File: src/rtl/control_dest_tracker_pkg.sv
// Shared types and constants for the destination tracker.
// A dest_t is the {rd, regwrite, memread} triple carried down the pipe.
package control_dest_tracker_pkg;

    localparam int REG_W = 5;
    localparam logic [REG_W-1:0] REG_ZERO = '0;

    typedef struct packed {
        logic [REG_W-1:0] rd;
        logic             regwrite;
        logic             memread;
    } dest_t;

    localparam dest_t BUBBLE = '{
        rd:       REG_ZERO,
        regwrite: 1'b0,
        memread:  1'b0
    };

    // x0 is never a real write target, so drop regwrite for it here.
    function automatic dest_t capture(
        input logic [REG_W-1:0] rd,
        input logic             regwrite,
        input logic             memread
    );
        dest_t d;
        d.rd       = rd;
        d.regwrite = regwrite & (rd != REG_ZERO);
        d.memread  = memread;
        return d;
    endfunction

endpackage

File: src/rtl/ctrl_sat_counter.sv
// Saturating event counter; holds at all-ones instead of wrapping.
// Synchronous active-low reset.
module ctrl_sat_counter #(
    parameter int CNT_W = 32
) (
    input  logic             clock,
    input  logic             reset,
    input  logic             inc,
    output logic [CNT_W-1:0] count
);

    always_ff @(posedge clock) begin
        if (!reset) begin
            count <= '0;
        end else if (inc && (count != '1)) begin
            count <= count + 1'b1;
        end
    end

endmodule

File: src/rtl/control_dest_tracker.sv
// Carries rd/regwrite/memread through EX, MEM and WB, detects load-use
// hazards, freezes on data-cache misses and counts stall cycles.
module control_dest_tracker
    import control_dest_tracker_pkg::*;
#(
    parameter int CNT_W = 32
) (
    input  logic             clock,
    input  logic             reset,
    input  logic [REG_W-1:0] ifid_rs1,
    input  logic [REG_W-1:0] ifid_rs2,
    input  logic             ifid_use_rs1,
    input  logic             ifid_use_rs2,
    input  logic [REG_W-1:0] id_rd,
    input  logic             id_regwrite,
    input  logic             id_memread,
    input  logic             flush,
    input  logic             dcache_stall,
    output logic             stall_ifid,
    output logic [REG_W-1:0] idex_rd,
    output logic             idex_regwrite,
    output logic             idex_memread,
    output logic [REG_W-1:0] exmem_rd,
    output logic             exmem_regwrite,
    output logic [REG_W-1:0] memwb_rd,
    output logic             memwb_regwrite,
    output logic [CNT_W-1:0] luse_cnt,
    output logic [CNT_W-1:0] miss_cnt
);

    dest_t idex;
    dest_t exmem;
    dest_t memwb;

    logic hit_rs1;
    logic hit_rs2;
    logic luse;
    logic luse_inc;
    logic miss_inc;

    assign hit_rs1 = ifid_use_rs1 & (ifid_rs1 == idex.rd);
    assign hit_rs2 = ifid_use_rs2 & (ifid_rs2 == idex.rd);
    assign luse    = idex.memread & (idex.rd != REG_ZERO)
                   & (hit_rs1 | hit_rs2);

    // A miss overrides everything; a flush squashes the stalled consumer.
    assign stall_ifid = reset & (dcache_stall | (~flush & luse));
    assign miss_inc   = reset & dcache_stall;
    assign luse_inc   = reset & ~dcache_stall & ~flush & luse;

    always_ff @(posedge clock) begin
        if (!reset) begin
            idex  <= BUBBLE;
            exmem <= BUBBLE;
            memwb <= BUBBLE;
        end else if (!dcache_stall) begin
            exmem <= idex;
            memwb <= exmem;
            if (flush || luse) begin
                idex <= BUBBLE;
            end else begin
                idex <= capture(id_rd, id_regwrite, id_memread);
            end
        end
    end

    assign idex_rd        = idex.rd;
    assign idex_regwrite  = idex.regwrite;
    assign idex_memread   = idex.memread;
    assign exmem_rd       = exmem.rd;
    assign exmem_regwrite = exmem.regwrite;
    assign memwb_rd       = memwb.rd;
    assign memwb_regwrite = memwb.regwrite;

    ctrl_sat_counter #(.CNT_W(CNT_W)) u_luse_cnt (
        .clock (clock),
        .reset (reset),
        .inc   (luse_inc),
        .count (luse_cnt)
    );

    ctrl_sat_counter #(.CNT_W(CNT_W)) u_miss_cnt (
        .clock (clock),
        .reset (reset),
        .inc   (miss_inc),
        .count (miss_cnt)
    );

endmodule

File: config.mk
export PLATFORM = sky130hd
export DESIGN_NAME = control_dest_tracker
export DESIGN_NICKNAME = d
export VERILOG_FILES = /design/src/rtl/control_dest_tracker_pkg.sv /design/src/rtl/ctrl_sat_counter.sv /design/src/rtl/control_dest_tracker.sv
export SDC_FILE = /design/constraint.sdc
export NUM_CORES = 1
export LEC_CHECK = 0
export BUFFER_PORTS_ARGS = -buffer_cell sky130_fd_sc_hd__buf_4
export CAP_MARGIN = 5
export CELL_PAD_IN_SITES_DETAIL_PLACEMENT = 0
export CELL_PAD_IN_SITES_GLOBAL_PLACEMENT = 1
export CORE_MARGIN = 2
export CORE_UTILIZATION = 39
export CTS_CLUSTER_DIAMETER = 30
export CTS_CLUSTER_SIZE = 10
export DETAILED_ROUTE_END_ITERATION = 10
export PLACE_DENSITY_LB_ADDON = 0.1
export SETUP_SLACK_MARGIN = 0.3
export SKIP_LAST_GASP = 1
export SYNTH_ARGS = -nofsm -noshare
export SYNTH_HDL_FRONTEND = slang
export SYNTH_SLANG_ARGS = --single-unit
File: constraint.sdc
create_clock -name clock -period 2.56 [get_ports clock]
set_clock_uncertainty 0.15 [all_clocks]
set_input_delay 0.384 -clock clock [delete_from_list [all_inputs] [get_ports clock]]
set_output_delay 0.384 -clock clock [all_outputs]
set_load 0.01 [all_outputs]
# Yosys cells after proc, flatten, opt, wreduce, memory -nomap -nowiden
# Cells that the tools add are included.
[word_totals]
regBits = 83
word_cells = 36
[op_classes]
add_sub_neg = 2
eq_ne = 4
n_mux = 1
bitwise = 15
reduce_logical = 5
[op_table]
columns = ["operator", "count"]
rows = [
  ["adder 32 x 1 -> 32 bit, second input constant", 2],
  ["inequality test 32 bit, second input constant", 2],
  ["bitwise AND 1 bit", 11],
  ["== test 5 bit", 2],
  ["nonzero test 5 bit", 2],
  ["2-to-1 mux 7 bit", 1],
  ["logical AND 1 bit", 2],
  ["inverter 1 bit", 2],
  ["bitwise OR 1 bit", 2],
  ["logical OR 1 bit", 1],
]

# Longest topological paths before layout
[depth]
word_depth = 7
depth_mapped = 9
ltp_nobuf = 7

# Cells and area by module
# Synthesis repeated with hierarchy kept, for this count alone.
[hier_totals]
cells_unflattened = 495
hier_area_um2 = 4301.6
[by_module_without_submodules]
columns = ["module", "instances", "cells_each", "area_each_um2", "seq_area_each_um2"]
rows = [
  ["ctrl_sat_counter", 2, 200, 1704.1, 640.6],
  ["control_dest_tracker", 1, 95, 893.4, 380.4],
]

# Worst setup path before layout
# OpenSTA, ideal clock, no wires.
[synth_path]
path_kind = "register to register"
start = "register u_miss_cnt.count[0]"
end = "register u_miss_cnt.count[16]"
setup_time_ns = 0.128
t_arrival_ns = 1.814
t_required_ns = 2.282
path_slack_ns = 0.469
path_stages_with_launch = 8
n_path_buf = 0
period_less_slack_ns = 2.091
cell_sequence = "dfxtp_1 -> ha_1 -> nand3_1 -> or4_1 -> a31oi_1 -> nand4_1 -> xor2_1 -> nor2_1"
[synth_via]
elab_chain_len = 2
word_cells_on_any_way = 3
cone_classes = "1 x add/sub; 1 x eq/ne; 1 x reduce/logical"
[synth_lines]
columns = ["element", "line_no", "rtl"]
rows = [
  ["start, declared", "ctrl_sat_counter.sv:9", "output logic [CNT_W-1:0] count"],
  ["start signal, assigned", "ctrl_sat_counter.sv:16", "count <= count + 1'b1;"],
  ["parallel branches: the longest is 2 deep, another holds adder 32 x 1 -> 32 bit", "-", ""],
]
# Several ways; the timed one is not identified.
# A chain may end at the register's enable or synchronous reset.

# Worst setup path in the final report
[layout_path]
start = "register idex, in the netlist idex_rd[1]"
end = "output stall_ifid"
[layout_via]
elab_chain_len = 7
word_cells_on_any_way = 11
cone_classes = "2 x eq/ne; 8 x bitwise; 1 x reduce/logical"
[layout_lines]
columns = ["element", "line_no", "rtl"]
rows = [
  ["start, declared", "control_dest_tracker.sv:31", "dest_t idex;"],
  ["start signal, assigned", "control_dest_tracker.sv:62", "idex <= capture(id_rd, id_regwrite, id_memread);"],
  ["== test 5 bit (on tied branches)", "control_dest_tracker.sv:41, control_dest_tracker.sv:42", ""],
  ["bitwise AND 1 bit (on tied branches)", "control_dest_tracker.sv:41, control_dest_tracker.sv:42", ""],
  ["bitwise OR 1 bit", "control_dest_tracker.sv:44", "& (hit_rs1 | hit_rs2);"],
  ["bitwise AND 1 bit *", "control_dest_tracker.sv:44", ""],
  ["bitwise AND 1 bit *", "control_dest_tracker.sv:47", "assign stall_ifid = reset & (dcache_stall | (~flush & luse));"],
  ["bitwise OR 1 bit *", "control_dest_tracker.sv:47", ""],
  ["bitwise AND 1 bit *", "control_dest_tracker.sv:47", ""],
  ["end, declared", "control_dest_tracker.sv:19", "output logic stall_ifid,"],
]
# Every way passes the cells marked *; elsewhere a longest branch is shown, timed or not.

==> impl_results.md <==
- Ant diodes: 0
- Final WL: 10700 um
- Register Area: 1690 sq um
- Max-slew violations: 0
- Drt via density: 5.35
- Switch share: 26.1%
- Die area: 11000 sq um
- Pint: 1.76 mW
- Main synth FF type: dfxtp_1
- Sw power: 0.623 mW
- CTS Buf Count: 9
- DRT iter0 DRCs: around 110
- Worst Path Max Fanout: 4
- IO Count: 107
- Final hold vios: 0
- Setup TNS Final: 0 ps
- # setup viols final: 0
- Final core occ: 54.8%
- RSZ-0062 raised after global routing: true
- Std-Cell Rows: 36
- CP Cell Sequence: or4_4 -> o21ai_4 -> nor2b_4 -> nand2b_1 -> a21oi_2 -> buf_4
- First-pass GRT wire length: between 15000 and 20000 um
- Number of synthesized flops with an enable pin: 0
- Share of layout cells above drive strength 1: 31.8%
- Critical path class: reg2out
- Slowest-stage cell, CP: or4_4
- Yosys cell types: around 50
- Number of synthesis warnings: 0
- Post-DP HPWL: roughly 7600 um
- Post-route DRC violation count: 0
- Synth cell count leaders: dfxtp_1, nor2_1, nand2_1
- Startpoint Class: flip-flop
- Leak Pwr: around 2.1 nW
- Grt peak-use layer: met2
- IO buf count: 106
- Slew @ Worst Pin: around 540 ps
- Final min period: between 2000 and 2500 ps
- Gate power share: 6.9%
- Clock power share: 38.3%
- Status: finished clean
- Mapped cell area: ~4000 sq um
- Clock root cell: clkbuf_8
- Worst stage delay on the critical path: 540 ps
- Largest net degree at the start of global routing: 39
- Die H: 105 um
- Clk sink count: slightly above 80
- GRT Residual Overflow: 0
- CTS tree: built
- Width of the die: 105 um
- Layout filler cell count: 928
- Crit path DAT: around 1800 ps
- Max Cap Violations: 0
- HP Class: in2reg
- PwrDens: ~440 nW/um^2
- Most frequent cell after synthesis: dfxtp_1
- Final Net Count: 612
- Worst slew margin: between 60% and 70%
- Sequential area share after synthesis: 41.7%
- Wire length per cell: 14.8 um
- Async SR Flop Fraction: 0%
- Fmax: 430 MHz
- CTS clk-pin slew, worst paths: 90 ps
- Initial Util: between 40 and 50%
- Total GRT Usage: 19.0%
- WP data required: 2030 ps
- Initial DRT Pass Iterations: 4
- Worst-case clock buffer depth: 2
- Largest cells by area after synthesis: dfxtp_1, xnor2_1, nor2_1, mux2i_1, nand2_1
- Post-Syn Area per Cell: 8.66 sq um
- Met3 Track Usage GR: 5.49%
- Worst skew pair latency: 360 ps
- DR vias: 3880
- Count of state elements after synthesis: 83
- Area growth syn-to-layout: 35.7%
- Register share of total power: 54.9%
- Met2 usage: roughly 29%
- Number of global-route vias before repair: 3466
- Multi-input gate area: roughly 2400 sq um
- GPL Wtd Cong: 0.820
- Gate Count Post-Synth: between 400 and 500
- Antenna violations before repair: 0
- Top cell type by total area after synthesis: dfxtp_1
- Crit share post-route: 90.9%
- Post-Synthesis Net Count: 485
- Remaining antenna violation count: 0
- Crit end category: output pin
- Met1 Track Usage GR: around a quarter
- Post-synth top area share: 41.7%
- Core Area: slightly below 10000 sq um
- VDD IR-drop max: 0.000253 V
- H-tree depth: 3
==> cell type report <==
class	instances	share of cell area, %
well taps	133	3.08
clock buffers	10	2.55
inverters	3	0.208
clock inverters	6	0.902
flip-flops and latches	83	31.2
multi-input cells	356	43.5
repair buffers	134	18.6
==> state kept, by name, indices dropped and copies added, names as in the netlist <==
register	cells
memwb_regwrite	1
exmem_rd	5
idex_memread	1
memwb_rd	5
u_miss_cnt.count	32
exmem_regwrite	1
idex_rd	5
idex_regwrite	1
u_luse_cnt.count	32
==> critical path: cells and delay by family, from the launching register on <==
| family | cells | cell delay (ps) |
|---|---|---|
| AOI/OAI and AO/OA | 2 | 220 |
| DFF | 1 | 370 |
| and+or+nand+nor | 3 | 670 |
| buffers and inverters | 1 | 160 |
==> routing by layer <==
layer | wire length (um) | share of wire (%)
met1 | 5300 | 50
met2 | 4690 | 44
met3 | 614 | 5.7
met4 | 89 | 0.83
met5 | 0 | 0
==> cells by family after synthesis <==
| logic type | Yosys count | share of synthesized area (%) |
|---|---|---|
| simple gates | 232 | 30.9 |
| flops | 83 | 41.7 |
| compound gates | 64 | 10.8 |
| xor+xnor | 40 | 8.79 |
| buf+inv | 21 | 2.61 |
| mux | 18 | 4.52 |
| fa+ha+maj | 2 | 0.628 |
==> through the flow <==
stage / std cells / worst slack, ps / cell area [sq um] / power [mW] / hold slack (ps)
floorplan: 460 / 469 / 3980 / 1.42 / 336
global placement: 698 / 177 / 4980 / 1.49 / 328
detailed placement: 698 / 168 / 4980 / 1.49 / 334
CTS: 719 / 199 / 5270 / 2.41 / 62.2
global route: 725 / 154 / 5410 / 2.48 / 55.9
finish: 725 / 232 / 5410 / 2.38 / 76.4
==> cell usage in the layout, fill, tap and decap left out, types with 6 or more instances in the layout <==
master and instances:
buf_4 134, clkbuf_8 10, and3_1 7, xnor2_1 24, nor4_1 8, a22o_1 6, and4_1 6, nand3_1 26
xor2_1 15, o31ai_1 7, or3_1 12, or4_1 6, nor2_1 57, dfxtp_1 73, o21ai_0 12, nand2b_1 7
mux2i_1 18, nor3_1 11, nand2_1 45, a21oi_1 17, nand4_1 21
==> power by group through the flow <==
stage	combinational, mW	sequential (mW)	clock [mW]
3_3_place_gp	0.151	1.34	0
2_1_floorplan	0.0708	1.35	0
5_1_grt	0.177	1.31	0.990
3_5_place_dp	0.153	1.34	0
4_1_cts	0.163	1.31	0.937
6_report	0.164	1.31	0.913
==> path summary, 6_finish.rpt <==
check,startpoint,endpoint,cells past startpoint,slack (ps)
setup / recovery,idex_rd[1]$_SDFFE_PN0N_,stall_ifid,6,230
hold / removal,id_memread,idex_memread$_SDFFE_PN0N_,2,80
setup reg to reg,u_luse_cnt.count[0]$_SDFFE_PN0P_,u_luse_cnt.count[17]$_SDFFE_PN0P_,8,430
hold reg to reg,u_miss_cnt.count[31]$_SDFFE_PN0P_,u_miss_cnt.count[31]$_SDFFE_PN0P_,1,350
==> repair_timing <==
item / CTS / global route
hold buffers: 0 / 0
buffers inserted: 5 / 6
pin swaps: 6 / 8
setup endpoints to repair: 15 / 31
resized for setup: 17 / 22
No activity file was read; power rests on OpenSTA's default activity.
